==> src/rtl/user_sw_debouncer.sv <==
// Board user-switch conditioner: synchronises the raw DIP and push pads into
// iSysClk, debounces every bit on a slow sample tick, and produces clean
// levels, one-cycle press/release/change pulses and a per-push long-press level.
// Every output comes straight from a flop so the pads never reach the
// processor logic combinationally.
module user_sw_debouncer #(
  parameter int pTICK_DIV     = 50000,
  parameter int pSTABLE_TICKS = 10,
  parameter int pHOLD_TICKS   = 1000,
  parameter bit pPUSH_ACT_LOW = 1'b1
) (
  input  logic       iSysClk,
  input  logic       iSysRstn,
  input  logic [3:0] iUserDipSw,
  input  logic [3:0] iUserPushSw,
  output logic [3:0] oDipSw,
  output logic       oDipChg,
  output logic [3:0] oPushSw,
  output logic [3:0] oPushPress,
  output logic [3:0] oPushRelease,
  output logic [3:0] oPushHold
);

  localparam int cDivW  = (pTICK_DIV > 1) ? $clog2(pTICK_DIV) : 1;
  localparam int cCntW  = (pSTABLE_TICKS > 1) ? $clog2(pSTABLE_TICKS) : 1;
  localparam int cHoldW = $clog2(pHOLD_TICKS + 1);

  localparam logic [cDivW-1:0]  cDivLast  = cDivW'(pTICK_DIV - 1);
  localparam logic [cCntW-1:0]  cCntLast  = cCntW'(pSTABLE_TICKS - 1);
  localparam logic [cHoldW-1:0] cHoldMax  = cHoldW'(pHOLD_TICKS);
  localparam logic [cHoldW-1:0] cHoldLast = cHoldW'(pHOLD_TICKS - 1);
  // Released pad level; the push synchroniser resets here so reset never looks like a press.
  localparam logic [3:0]        cPushIdle = {4{pPUSH_ACT_LOW}};

  logic [3:0]             dipMeta;
  logic [3:0]             dipSync;
  logic [3:0]             pushMeta;
  logic [3:0]             pushSync;
  logic [3:0]             pushLevel;
  logic [7:0]             sampled;

  logic [cDivW-1:0]       divCount;
  logic                   tick;

  logic [7:0]             cleanQ;
  logic [7:0]             cleanD;
  logic [7:0][cCntW-1:0]  stableQ;
  logic [7:0][cCntW-1:0]  stableD;

  logic                   dipChgQ;
  logic [3:0]             pushPressQ;
  logic [3:0]             pushReleaseQ;
  logic [3:0][cHoldW-1:0] holdCnt;
  logic [3:0]             holdQ;

  // Two-flop synchronisers for all eight asynchronous pads.
  always_ff @(posedge iSysClk or negedge iSysRstn) begin
    if (!iSysRstn) begin
      dipMeta  <= '0;
      dipSync  <= '0;
      pushMeta <= cPushIdle;
      pushSync <= cPushIdle;
    end else begin
      dipMeta  <= iUserDipSw;
      dipSync  <= dipMeta;
      pushMeta <= iUserPushSw;
      pushSync <= pushMeta;
    end
  end

  assign pushLevel = pPUSH_ACT_LOW ? ~pushSync : pushSync;
  assign sampled   = {pushLevel, dipSync};

  // Free-running prescaler that produces the debounce sample tick.
  always_ff @(posedge iSysClk or negedge iSysRstn) begin
    if (!iSysRstn) begin
      divCount <= '0;
    end else if (divCount == cDivLast) begin
      divCount <= '0;
    end else begin
      divCount <= divCount + 1'b1;
    end
  end

  assign tick = (divCount == cDivLast);

  // Per-bit debounce: a differing input must be seen on pSTABLE_TICKS ticks in a row.
  always_comb begin
    cleanD  = cleanQ;
    stableD = stableQ;
    for (int i = 0; i < 8; i++) begin
      if (sampled[i] == cleanQ[i]) begin
        stableD[i] = '0;
      end else if (tick) begin
        if (stableQ[i] == cCntLast) begin
          cleanD[i]  = sampled[i];
          stableD[i] = '0;
        end else begin
          stableD[i] = stableQ[i] + 1'b1;
        end
      end
    end
  end

  // Clean state, counters and edge pulses all update on the same edge.
  always_ff @(posedge iSysClk or negedge iSysRstn) begin
    if (!iSysRstn) begin
      cleanQ       <= '0;
      stableQ      <= '0;
      dipChgQ      <= 1'b0;
      pushPressQ   <= '0;
      pushReleaseQ <= '0;
    end else begin
      cleanQ       <= cleanD;
      stableQ      <= stableD;
      dipChgQ      <= |(cleanD[3:0] ^ cleanQ[3:0]);
      pushPressQ   <= cleanD[7:4] & ~cleanQ[7:4];
      pushReleaseQ <= ~cleanD[7:4] & cleanQ[7:4];
    end
  end

  // Long-press tracking: saturating tick count while pressed, hold level drops with the release.
  always_ff @(posedge iSysClk or negedge iSysRstn) begin
    if (!iSysRstn) begin
      holdCnt <= '0;
      holdQ   <= '0;
    end else begin
      for (int i = 0; i < 4; i++) begin
        if (!cleanQ[4+i]) begin
          holdCnt[i] <= '0;
        end else if (tick && (holdCnt[i] != cHoldMax)) begin
          holdCnt[i] <= holdCnt[i] + 1'b1;
        end

        if (!cleanD[4+i]) begin
          holdQ[i] <= 1'b0;
        end else if (cleanQ[4+i] && tick && (holdCnt[i] == cHoldLast)) begin
          holdQ[i] <= 1'b1;
        end
      end
    end
  end

  assign oDipSw       = cleanQ[3:0];
  assign oDipChg      = dipChgQ;
  assign oPushSw      = cleanQ[7:4];
  assign oPushPress   = pushPressQ;
  assign oPushRelease = pushReleaseQ;
  assign oPushHold    = holdQ;

endmodule

==> config.mk <==
export PLATFORM = sky130hd
export DESIGN_NAME = user_sw_debouncer
export DESIGN_NICKNAME = d
export VERILOG_FILES = /design/src/rtl/user_sw_debouncer.sv
export SDC_FILE = /design/constraint.sdc
export NUM_CORES = 1
export LEC_CHECK = 0
export BUFFER_PORTS_ARGS = -buffer_cell sky130_fd_sc_hd__buf_2
export CAP_MARGIN = 10
export CORE_MARGIN = 2
export CORE_UTILIZATION = 35
export CTS_CLUSTER_SIZE = 28
export DETAILED_ROUTE_END_ITERATION = 10
export HOLD_SLACK_MARGIN = 0.03
export SLEW_MARGIN = 20
export SYNTH_ARGS = -nofsm -noshare
export SYNTH_HDL_FRONTEND = slang
export SYNTH_SLANG_ARGS = --single-unit
==> constraint.sdc <==
create_clock -name iSysClk -period 1.9 [get_ports iSysClk]
set_input_delay 0 -clock iSysClk [delete_from_list [all_inputs] [get_ports iSysClk]]
set_output_delay 0 -clock iSysClk [all_outputs]
set_load 0.01 [all_outputs]
Word level (Yosys, flattened, before mapping)
Index checks and enable logic that the tools add are counted.
{"block": "word_totals", "regBits": 125, "input_bits": 10, "output_inout_bits": 21, "wordCells": 163}
{"block": "classes", "add_sub_neg": 13, "eq_ne": 33, "mux": 65, "bitwise_logic": 6, "reduce_logical": 21}
{"op": "2-to-1 mux 4 bit", "count": 24}
{"op": "2-to-1 mux 10 bit", "count": 8}
{"op": "adder 10 x 1 -> 10 bit (second input constant)", "count": 4}
{"op": "== test 10 bit (second input constant)", "count": 4}
{"op": "inequality test 10 bit (second input constant)", "count": 4}
{"op": "adder 4 x 1 -> 4 bit (second input constant)", "count": 8}
{"op": "== test 4 bit (second input constant)", "count": 8}
{"op": "2-to-1 mux 1 bit", "count": 32}
{"op": "adder 16 x 1 -> 16 bit (second input constant)", "count": 1}
{"op": "== test 16 bit (second input constant)", "count": 1}
{"op": "2-to-1 mux 16 bit", "count": 1}
{"op": "inequality test 2 x 1 -> 1 bit (second input constant)", "count": 8}
{"op": "nonzero test 2 bit", "count": 8}
{"op": "logical AND 1 bit", "count": 12}
{"op": "NOT 4 bit", "count": 3}
{"op": "AND 4 bit", "count": 2}
{"op": "== test 1 bit", "count": 8}
{"op": "OR reduction 4 bit", "count": 1}
{"op": "XOR 4 bit", "count": 1}

Logic depth before layout (Yosys ltp)
Gate-level depths: netlist (run 1).
{"block": "logic_depth", "word_depth": 6, "ltp_mapped": 8, "ltp_nobuf": 6}

Worst setup path before layout (run 1)
OpenSTA, ideal clock, no wires.
{"block": "synth_path", "kind": "flip-flop to flip-flop", "start": "reg divCount[0]", "end": "reg holdCnt[39] in the netlist's numbering", "setup_ns": 0.080, "arrival_time_ns": 1.735, "required_time_ns": 1.820, "path_slack_ns": 0.084, "path_stages_with_launch": 7, "n_path_buf": 1, "period_less_slack_ns": 1.816, "cell_sequence": "dfrtp_1 ha_1 and3_1 nand4_2 clkbuf_1 or4_1 a21oi_1"}
{"block": "synth_between", "elab_chain_len": 3}
{"item": "from (decl)", "line_no": "42", "text": "logic [cDivW-1:0] divCount;"}
{"item": "from (signal assigned)", "line_no": "81", "text": "divCount <= divCount + 1'b1;"}
{"item": "== test 16 bit", "line_no": "85", "text": "assign tick = (divCount == cDivLast);"}
{"item": "logical AND 1 bit", "line_no": "131", "text": "end else if (tick && (holdCnt[i] != cHoldMax)) begin"}
{"item": "inequality test 2 x 1 -> 1 bit (no source line)"}
{"item": "to (signal, indexed assignment)", "line_no": "132", "text": "holdCnt[i] <= holdCnt[i] + 1'b1;"}
{"item": "to (decl)", "line_no": "53", "text": "logic [3:0][cHoldW-1:0] holdCnt;"}
Every way passes these cells.
A chain may end at the register's enable or synchronous reset.

Final worst setup path (run 1)
{"block": "layout_path", "start": "reg divCount[11]", "end": "reg holdCnt[6] in the netlist's numbering"}
The elaborated chain is that of the path after synthesis.

==> metrics.yaml, run 1 <==
timing:
  finalWorstSetupSlack_ps: -32.93
  period_minus_slack_ps: 1933
  rsz0062_at_grt: "true"
  slew_headroom: 0.5952
  final-hold-violation-count: 0
  fmax_mhz: 517.3
  setup_viol: 19
  skew_ps: 8.034
  fin_crit_sh: 1.017
  final_max_slew_viol_count: 0
  tightest_slew_ps: 601.6
clocking:
  clk_pin_slew_ps: 50
  cts_tree: "done"
  h-tree-depth: 4
  max-clock-path-buffers: 2
  cts_sinks: 125
  cts_buffers: 17
  cts_root_buf: "clkbuf_16"
  clock_latency_ps: 410
global_route:
  grt_pass1_wl_um: 22960
  first_global_vias: 5118
  grt.total_usage: 0.1531
  grt_max_degree: 66
  antenna_found_initial: 0
  grt_overflow: 0
layout:
  final_common_cell: "dfrtp_1"
  register_area_sq_mm: 0.003138
  drive_above_1_share: 0.2531
  fillCellCount: 1611
  area_growth_pct: 30.50
  finalNetCount: 741
  multi_input_area_sq_mm: 0.003048
  num_antenna_cells: 0
  mostFrequentLayoutCells: "117 x dfrtp_1, 70 x nand2_1, 39 x a21oi_1, 36 x inv_1, 32 x nand3_1"
  final_cell_area_sq_mm: 0.007993
yosys:
  synth_area_sq_mm: 0.006125
  synthSimpleGateAreaFrac: 0.2257
  synth_adder_area_share: 0.05107
  synth_top_family_by_area: "simple AND/OR/NAND/NOR gates"
  synth_top_cell_by_area: "dfrtp_1"
  synth_xor_area_frac: 0.02717
  synth_edf_count: 0
  synthTopCellsByArea: "dfrtp_1 48%, a21oi_1 5.2%, ha_1 5.1%"
  yosys_warnings: 0
  synth.distinct_cells: 46
  synth_nets: 663
  synth-compound-area-share: 0.1387
  async_flop_share: 1.000
  ys.flop_type: "dfrtp_1"
  ys_seq_area_frac: 0.5124
  synthMuxAreaShare: 0.006537
  avgSynthCellArea_sq_um: 9.753
  synth_top_area_frac: 0.4780
  ys_ff_latch: 125
  synthesis.instances: 628
drt:
  drc: 0
  routedWlPerCell_um: 15.81
  ant_nets: 0
  first_pass_iters: 5
  drt_iter0_drc: 286
  vias: 5184
  wl_um: 14920
  viasPerCell: 5.492
run_status:
  status: "finished with violations"
  violations: "setup timing"
critical_path:
  critPathMaxStageDelay_ps: 510
  ff2ff_path_depth: 6
  critPathLaunchType: "flop"
  crit_fanout: 22
  path_cells: "nor4b_4 > nand4_4 > buf_12 > buf_12 > or4_4 > a21oi_2"
  reg2reg_setup_slack_ps: -30
  slowest_stage: "or4_4"
  r2r-end: "holdCnt[6]$_DFFE_PN0P_"
  crit_type: "reg2reg"
  worstPathRequired_ps: 2240
  path_buf_inv: 2
  arrival_ps: 2270
  critPathCaptureType: "flop"
  r2r_start: "divCount[11]$_DFF_PN0_"
  crit_top_cell: "buf_12"
  critical-path-top-delay-family: "simple AND/OR/NAND/NOR gates"
job:
  maxCapViolCount: 0
floorplan:
  rows: 48
  coreArea_sq_mm: 0.01718
  die_h_um: 136.3
  start_util: 0.3566
  die_x_um: 136.3
  ios: 31
  die_area_sq_mm: 0.01857
place:
  portBuffers: 30
  place_hpwl_um: 8856
  place_ws_ps: -28.00
  postPlaceCellArea_sq_mm: 0.006774
  gp_congestion: 0.8012
pwr:
  power_density_mw_per_mm2: 780.8
  ir_drop_mv: 0.6122
  p_leak_nw: 3.282
hold_path:
  hold_path_class: "in2async"
==> where the power goes <==
part,internal [mW],leakage [nW],switching [mW]
clock,2.24,0.294,1.19
combinational,0.0365,1.30,0.0735
sequential,2.69,1.69,0.0122
total,4.96,3.28,1.28
==> worst register-to-register path, cell delays in order (launching register included) <==
cell     delay [ps]
dfrtp_1         400
nor4b_4         350
nand4_4         150
buf_12          170
buf_12          150
or4_4           520
a21oi_2         130
==> worst max path at each step <==
| stage | from | endpoint | slack, ps | depth (start not counted) |
|---|---|---|---|---|
| final | divCount[11]$_DFF_PN0_ | holdCnt[6]$_DFFE_PN0P_ | -30 | 6 |
| after global placement | divCount[12]$_DFF_PN0_ | holdCnt[15]$_DFFE_PN0P_ | -9 | 5 |
| after global routing | divCount[11]$_DFF_PN0_ | holdCnt[8]$_DFFE_PN0P_ | -100 | 6 |
| after CTS | divCount[12]$_DFF_PN0_ | holdCnt[38]$_DFFE_PN0P_ | -40 | 5 |
| after detailed placement | divCount[12]$_DFF_PN0_ | holdCnt[19]$_DFFE_PN0P_ | -30 | 5 |
| after floorplan | divCount[0]$_DFF_PN0_ | holdCnt[39]$_DFFE_PN0P_ | 80 | 6 |
==> flip-flops by register name, summed over array words and instances (netlist names) <==
signal / count
cleanQ: 8
dipMeta: 4
dipSync: 4
divCount: 16
holdCnt: 40
oDipChg: 1
oPushHold: 4
oPushPress: 4
oPushRelease: 4
pushMeta: 4
pushSync: 4
stableQ: 32
==> Yosys cell counts, types with 2 or more instances <==
cell and count:
nand4b_1 4, nand3b_1 5, inv_1 36, dfstp_2 8, nor3_1 9, nor4_1 9
dfrtp_1 117, nand3_1 32, nand2_1 70, xnor2_1 7, clkinv_1 2, o21a_1 5
nor2_1 27, a311oi_1 4, o22ai_1 2, xor2_1 12, o21ai_0 30, or4_1 34
a31oi_1 4, buf_2 5, mux2i_1 4, a41oi_1 8, and4_1 3, clkbuf_1 17
nand4_1 10, nand2b_1 3, or3_1 22, and2_1 2, ha_1 25, or2_2 6
and3_1 8, a21o_1 2, a21oi_1 64, o31ai_1 20
==> per-layer routing <==
| metal | vias to the layer above | wire [um] | GRT usage |
|---|---|---|---|
| li1 | 2448 | - | - |
| met4 | 0 | 268 | 0.06134 |
| met5 | - | 0 | 0 |
| met3 | 25 | 589 | 0.04251 |
| met2 | 131 | 7371 | 0.2560 |
| met1 | 2580 | 6695 | 0.1867 |
==> cells by family after synthesis <==
group | after synthesis
and+or+nand+nor | 251
AOI/OAI and AO/OA | 143
DFF | 125
buffers and inverters | 61
adders and majority gates | 25
xor gates and xnor gates | 19
muxes | 4
==> repair_timing <==
action | CTS | global route
setup endpoints to repair | 21 | 40
pin swaps | 8 | 27
hold buffers | 9 | 0
buffers inserted | 0 | 3
resized for setup | 5 | 68
cloned | 0 | 7
hold endpoints to repair | 46 | 0
==> layout make-up <==
class / instances / area share
clock inverter: 9 / 0.01659
clock buffer: 23 / 0.06230
multi-input combinational: 442 / 0.3813
timing repair buffer: 82 / 0.09408
inverter: 38 / 0.01785
sequential: 125 / 0.3926
tap: 225 / 0.03522
==> per-stage QoR <==
stage	total power [mW]	hold WS (ps)	util	instances	setup TNS, ps
floorplan	2.758	-295.6	-	628	0
global placement	2.841	41.45	0.3944	893	-13.14
detailed placement	2.845	50.75	0.3944	893	-141.8
CTS	6.294	150.6	0.4376	934	-210.0
global route	6.439	185.9	0.4653	944	-2426
finish	6.240	137.1	0.4653	944	-311.8
No activity file was read; power rests on OpenSTA's default activity.
==> inputs of run 2 (changes only) <==
Settings changed: CORE_MARGIN 2 to 1.5, CORE_UTILIZATION 35 to 44.
==> metrics.yaml, run 2 (synthesis gave the netlist of run 1 again) <==
pwr:
  p_leak_nw: 3.259  # -0.68%
  power_mw: 6.007  # -3.7%
  power_density_mw_per_mm2: 765.9  # -1.9%
  ir_drop_mv: 0.7451  # +22%
floorplan:
  rows: 42  # -13%
  coreArea_sq_mm: 0.01340  # -22%
  die_h_um: 121.0  # -11%
  die_x_um: 121.0  # -11%
  start_util: 0.4570  # +0.1005
  die_area_sq_mm: 0.01464  # -21%
  ios: 31  # unchanged
layout:
  num_antenna_cells: 0  # unchanged
  finalNetCount: 738  # -0.40%
  largest_register_ffs: 40  # unchanged
  reg.largest.list: "holdCnt x40, stableQ x32, divCount x16"
  largest_register: "holdCnt"
  area_growth_pct: 28.07
  drive_above_1_share: 0.2388  # -0.01430
  final_cell_area_sq_mm: 0.007844  # -1.9%
  final_common_cell: "dfrtp_1"
  mostFrequentLayoutCells: "117 x dfrtp_1, 70 x nand2_1, 44 x a21oi_1, 36 x inv_1, 32 x nand3_1"
critical_path:
  path_buf_inv: 2  # unchanged
  endpoint: "holdCnt[18]$_DFFE_PN0P_"
  ff2ff_path_depth: 6  # unchanged
  path_cells: "nor4b_4 > nand4_4 > buf_12 > clkbuf_16 > or4_1 > a21oi_1"
  worstPathRequired_ps: 2230  # about the same
  crit_fanout: 9  # -59%
  r2r-end: "holdCnt[18]$_DFFE_PN0P_"
  critPathLaunchType: "flop"
  critPathCaptureType: "flop"
  critPathMaxStageDelay_ps: 490  # -20 ps
  reg2reg_setup_slack_ps: -40  # about the same
  slowest_stage: "or4_1"
  arrival_ps: 2270  # about the same
  startpoint: "divCount[12]$_DFF_PN0_"
  crit_type: "reg2reg"
  r2r_start: "divCount[12]$_DFF_PN0_"
  crit_cells: 6  # unchanged
  critical-path-top-delay-family: "simple AND/OR/NAND/NOR gates"
global_route:
  grt.total_usage: 0.2009  # +0.04785
  antenna_found_initial: 0  # unchanged
  grt_max_degree: 47  # -29%
  grt_pass1_wl_um: 23490  # +2.3%
  grt_overflow: 0  # unchanged
  first_global_vias: 4991  # -2.5%
clocking:
  h-tree-depth: 4  # unchanged
  cts_buffers: 17  # unchanged
  cts_root_buf: "clkbuf_16"
  cts_sinks: 125  # unchanged
  clk_pin_slew_ps: 60  # about the same
  clock_latency_ps: 410  # about the same
  cts_tree: "done"
  max-clock-path-buffers: 2  # unchanged
drt:
  routedWlPerCell_um: 15.65  # -1.0%
  first_pass_iters: 4  # -1
  wl_um: 13960  # -6.5%
  viasPerCell: 5.715  # +4.1%
  ant_nets: 0  # unchanged
  vias: 5098  # -1.7%
  drt_iter0_drc: 255  # -11%
  drc: 0  # unchanged
timing:
  fmax_mhz: 515.1  # -0.44%
  final_max_slew_viol_count: 0  # unchanged
  slew_headroom: 0.5736  # -0.02157
  fin_tns_setup_ps: -215.6  # +96.13 ps
  period_minus_slack_ps: 1941  # +8.501 ps
  worst_hold_slack_ps: 151.5  # +14.33 ps
  finalWorstSetupSlack_ps: -41.43  # -8.501 ps
  rsz0062_at_grt: "true"
  final-hold-violation-count: 0  # unchanged
  fin_crit_sh: 1.022  # +0.004474
  skew_ps: 5.141  # -2.893 ps
  setup_viol: 9  # -10
  tightest_slew_ps: 639.5  # +37.90 ps
place:
  gp_congestion: 0.7792  # -2.7%
  place_hpwl_um: 8391  # -5.2%
  place_ws_ps: -41.26  # -13.26 ps
  portBuffers: 30  # unchanged
  postPlaceCellArea_sq_mm: 0.006721  # -0.78%
job:
  maxCapViolCount: 0  # unchanged
hold_path:
  hold_path_class: "in2async"
run_status:
  status: "finished with violations"
  violations: "setup timing"
## run 2: cell types whose count changed in the layout (fill, tap and decap cells not counted), sizes merged
cell      previous run  this run
clkinv               3         7
bufinv               3         2
clkbuf              28        20
clkinvlp             5         4
inv                 36        38
bufbuf               0         1
## run 2: layout make-up
class,instances,area (sq um)
fillers,1151,5557
flip-flops and latches,125,3138
multi-input cells,442,2998
repair buffers,79,752.0
clock buffers,19,452.9
well taps,176,220.2
inverters,38,142.6
clock inverters,13,140.1
## run 2: through the flow
stage,std cells,utilization
detailed placement,842,0.5016
CTS,891,0.5689
finish,892,0.5853
global placement,842,0.5016
floorplan,628,-
global route,892,0.5853
## run 2: routing by layer
layer,share of wire,up-vias,track usage
li1,-,2436,-
met1,0.46,2543,0.2688
met2,0.49,100,0.3224
met3,0.040,19,0.04840
met4,0.012,0,0.06544
met5,0,-,0
## run 2: worst min path at each step
stage / endpoint / slack (ps)
CTS: stableQ[31]$_DFFE_PN0P_ / 160
finish: stableQ[31]$_DFFE_PN0P_ / 150
global route: stableQ[31]$_DFFE_PN0P_ / 190
floorplan: cleanQ[0]$_DFF_PN0_ / -300
global placement: stableQ[31]$_DFFE_PN0P_ / 50
detailed placement: oPushPress[3]$_DFF_PN0_ / 70
## run 2: what timing repair did
item | in CTS | in global routing
pin swaps | 21 | 7
gates resized for setup | 16 | 54
hold buffers | 9 | 0
endpoints found under the setup margin | 21 | 51
setup buffers | 4 | 0
hold endpoints to repair | 51 | 0
cloned | 4 | 1
## run 2: report_power, final
part	total, mW	switching, mW	internal (mW)
Sequential	2.70	0.0108	2.69
Combinational	0.109	0.0734	0.0353
Clock	3.20	1.20	2.00
==> inputs of run 3 (changes only) <==
Settings changed: ABC_AREA set to 1.
==> metrics.yaml, run 3 <==
yosys:
  synth_top_area_frac: 0.4191  # -0.05891
  yosys_warnings: 0  # unchanged
  yosysMostFrequentCell: "nand2_1"
  synth_top_cell_by_area: "dfrtp_1"
  ys_seq_area_frac: 0.4492  # -0.06314
  synthesis.instances: 902  # +44%
  synthSimpleGateAreaFrac: 0.3439  # +0.1182
  ys.flop_type: "dfrtp_1"
  synth_xor_area_frac: 0.04514  # +0.01797
  ys_ff_latch: 125  # unchanged
  synth_area_sq_mm: 0.006985  # +14%
  synthMuxAreaShare: 0  # -0.006537
  synth_top_family_by_area: "simple AND/OR/NAND/NOR gates"
  synth_adder_area_share: 0.04478  # -0.006294
  synthTopCellsByArea: "dfrtp_1 42%, nand2_1 13%, nand3_1 8.7%"
  synth_edf_count: 0  # unchanged
  synth.distinct_cells: 38  # -17%
  async_flop_share: 1.000  # unchanged
  yosys-top-cells-count: "249 x nand2_1, 122 x nand3_1, 117 x dfrtp_1"
  synth_nets: 937  # +41%
  synth-compound-area-share: 0.03546  # -0.1032
  avgSynthCellArea_sq_um: 7.744  # -21%
global_route:
  grt_pass1_wl_um: 25390  # +8.1%
  grt_max_degree: 54  # +15%
  grt_overflow: 0  # unchanged
  antenna_found_initial: 0  # unchanged
  first_global_vias: 5490  # +10%
  grt.total_usage: 0.1927  # -0.008205
pwr:
  p_int_mw: 4.728  # about the same
  power_mw: 6.026  # +0.32%
  power_density_mw_per_mm2: 740.1  # -3.4%
  p_switching_mw: 1.298  # +1.2%
  clock_power_share: 0.531  # -0.002
  pwr-share-comb: 0.022  # +0.004
  switching_share: 0.2154  # +0.001902
  ir_drop_mv: 0.6042  # -19%
  p_seq_frac: 0.447  # -0.002
  p_leak_nw: 4.220  # +29%
critical_path:
  path_buf_inv: 1  # -1
  crit_type: "reg2reg"
  path_cells: "ha_1 > nand3_2 > nor2_4 > nand2_4 > buf_4 > nand2_1 > nand2_1 > o21a_1"
  slowest_stage: "dfrtp_1"
  crit_top_cell: "nand2_1"
  arrival_ps: 2020  # -250 ps
  critPathMaxStageDelay_ps: 370  # -120 ps
  critPathCaptureType: "flop"
  worstPathRequired_ps: 2210  # -20 ps
  critPathLaunchType: "flop"
  crit_fanout: 9  # unchanged
  critical-path-top-delay-family: "simple AND/OR/NAND/NOR gates"
drt:
  drt_iter0_drc: 385  # +51%
  drc: 0  # unchanged
  first_pass_iters: 5  # +1
  viasPerCell: 4.792  # -16%
  vias: 5659  # +11%
  ant_nets: 0  # unchanged
  routedWlPerCell_um: 12.01  # -23%
  wl_um: 14180  # +1.6%
place:
  place_ws_ps: 191.4  # +232.7 ps
  place_hpwl_um: 9768  # +16%
  postPlaceCellArea_sq_mm: 0.007461  # +11%
  gp_congestion: 0.8178  # +5.0%
  portBuffers: 30  # unchanged
  place_inst: 1140  # +35%
clocking:
  cts_tree: "done"
  post_cts_buffers: 0  # -4
  max-clock-path-buffers: 2  # unchanged
  ctsHoldBuffers: 9  # unchanged
  h-tree-depth: 4  # unchanged
  cts_resized: 0  # -16
  cts_root_buf: "clkbuf_16"
  clock_latency_ps: 420  # about the same
  cts_sinks: 125  # unchanged
  cts_buffers: 17  # unchanged
  clk_pin_slew_ps: 60  # about the same
layout:
  area_growth_pct: 16.57
  largest_register_ffs: 40  # unchanged
  reg.largest.list: "holdCnt x40, stableQ x32, divCount x16"
  num_antenna_cells: 0  # unchanged
  multi_input_area_sq_mm: 0.003278  # +9.3%
  drive_above_1_share: 0.1227  # -0.1161
  layout.cells.non_filler: 1181  # +32%
  finalNetCount: 992  # +34%
  fillCellCount: 1460  # +27%
  largest_register: "holdCnt"
  final_cell_area_sq_mm: 0.008143  # +3.8%
  register_area_sq_mm: 0.003138  # unchanged
  mostFrequentLayoutCells: "249 x nand2_1, 122 x nand3_1, 117 x dfrtp_1, 109 x inv_1, 96 x nor2_1"
  final_common_cell: "nand2_1"
floorplan:
  die_h_um: 129  # +6.6%
  coreArea_sq_mm: 0.01537  # +15%
  die_area_sq_mm: 0.01664  # +14%
  rows: 45  # +7.1%
  ios: 31  # unchanged
  die_x_um: 129  # +6.6%
  start_util: 0.4545  # -0.002593
timing:
  period_minus_slack_ps: 1717  # -224.1 ps
  fmax_mhz: 582.3  # +13%
  finalWorstSetupSlack_ps: 182.7  # +224.1 ps
  final-hold-violation-count: 0  # unchanged
  final_max_slew_viol_count: 0  # unchanged
  fin_crit_sh: 0.9039  # -0.1179
  fin_tns_setup_ps: 0  # +215.6 ps
  skew_ps: 7.128  # +1.986 ps
  setup_viol: 0  # -9
  rsz0062_at_grt: "false"
  tightest_slew_ps: 511.0  # -128.5 ps
  slew_headroom: 0.6593  # +0.08569
run_status:
  status: "complete, no violations"
job:
  maxCapViolCount: 0  # unchanged
hold_path:
  hold_path_class: "in2async"
## run 3: cell type report
| class | instances | area share |
|---|---|---|
| Clock inverter | 13 | 0.01706 |
| Multi-Input combinational cell | 639 | 0.4026 |
| Timing Repair Buffer | 59 | 0.05332 |
| Clock buffer | 19 | 0.05562 |
| Inverter | 115 | 0.05363 |
| Tap cell | 211 | 0.03242 |
| Sequential cell | 125 | 0.3854 |
## run 3: cell families (layout without fill, tap and decap cells)
| group | after synthesis | after routing |
|---|---|---|
| AOI/OAI and AO/OA | 43 | 43 |
| and+or+nand+nor | 535 | 535 |
| buffers and inverters | 138 | 206 |
| xor gates and xnor gates | 36 | 36 |
| DFF | 125 | 125 |
| adders and majority gates | 25 | 25 |
## run 3: path summary, 6_finish.rpt
check	start	end	slack, ps	cells after the start
setup / recovery	divCount[0]$_DFF_PN0_	stableQ[20]$_DFFE_PN0P_	180	8
hold / removal	iSysRstn	holdCnt[4]$_DFFE_PN0P_	120	2
setup reg to reg	divCount[0]$_DFF_PN0_	stableQ[20]$_DFFE_PN0P_	180	8
hold reg to reg	dipMeta[3]$_DFF_PN0_	dipSync[3]$_DFF_PN0_	350	0
max in group asynchronous	iSysRstn	pushMeta[2]$_DFF_PN1_	1130	3
min in group iSysClk	iUserPushSw[0]	pushMeta[0]$_DFF_PN1_	220	2
## run 3: routing by layer
layer	up-vias	GRT usage	wire length [um]
met5	-	0	0
met4	0	0.06213	98
met3	8	0.04657	482
met2	79	0.3114	6621
met1	2602	0.2559	6977
li1	2970	-	-
## run 3: through the flow
stage | utilization | hold slack (ps)
floorplan | - | -295.6
global placement | 0.4854 | 0.2471
detailed placement | 0.4854 | -0.08962
CTS | 0.5298 | 118.7
global route | 0.5298 | 154.2
finish | 0.5298 | 115.7
## run 3: worst register-to-register path, delay by kind of cell (launching register included)
family | cells | cell delay (ps)
compound gates | 1 | 90
fa+ha+maj | 1 | 210
buf+inv | 1 | 220
flops | 1 | 370
simple gates | 5 | 720
## run 3: power by group through the flow
stage	clock [mW]	combinational [mW]	sequential, mW
finish	3.20	0.132	2.70
global route	3.43	0.152	2.69
CTS	3.29	0.138	2.69
detailed placement	0	0.123	2.74
global placement	0	0.123	2.74
floorplan	0	0.0351	2.74
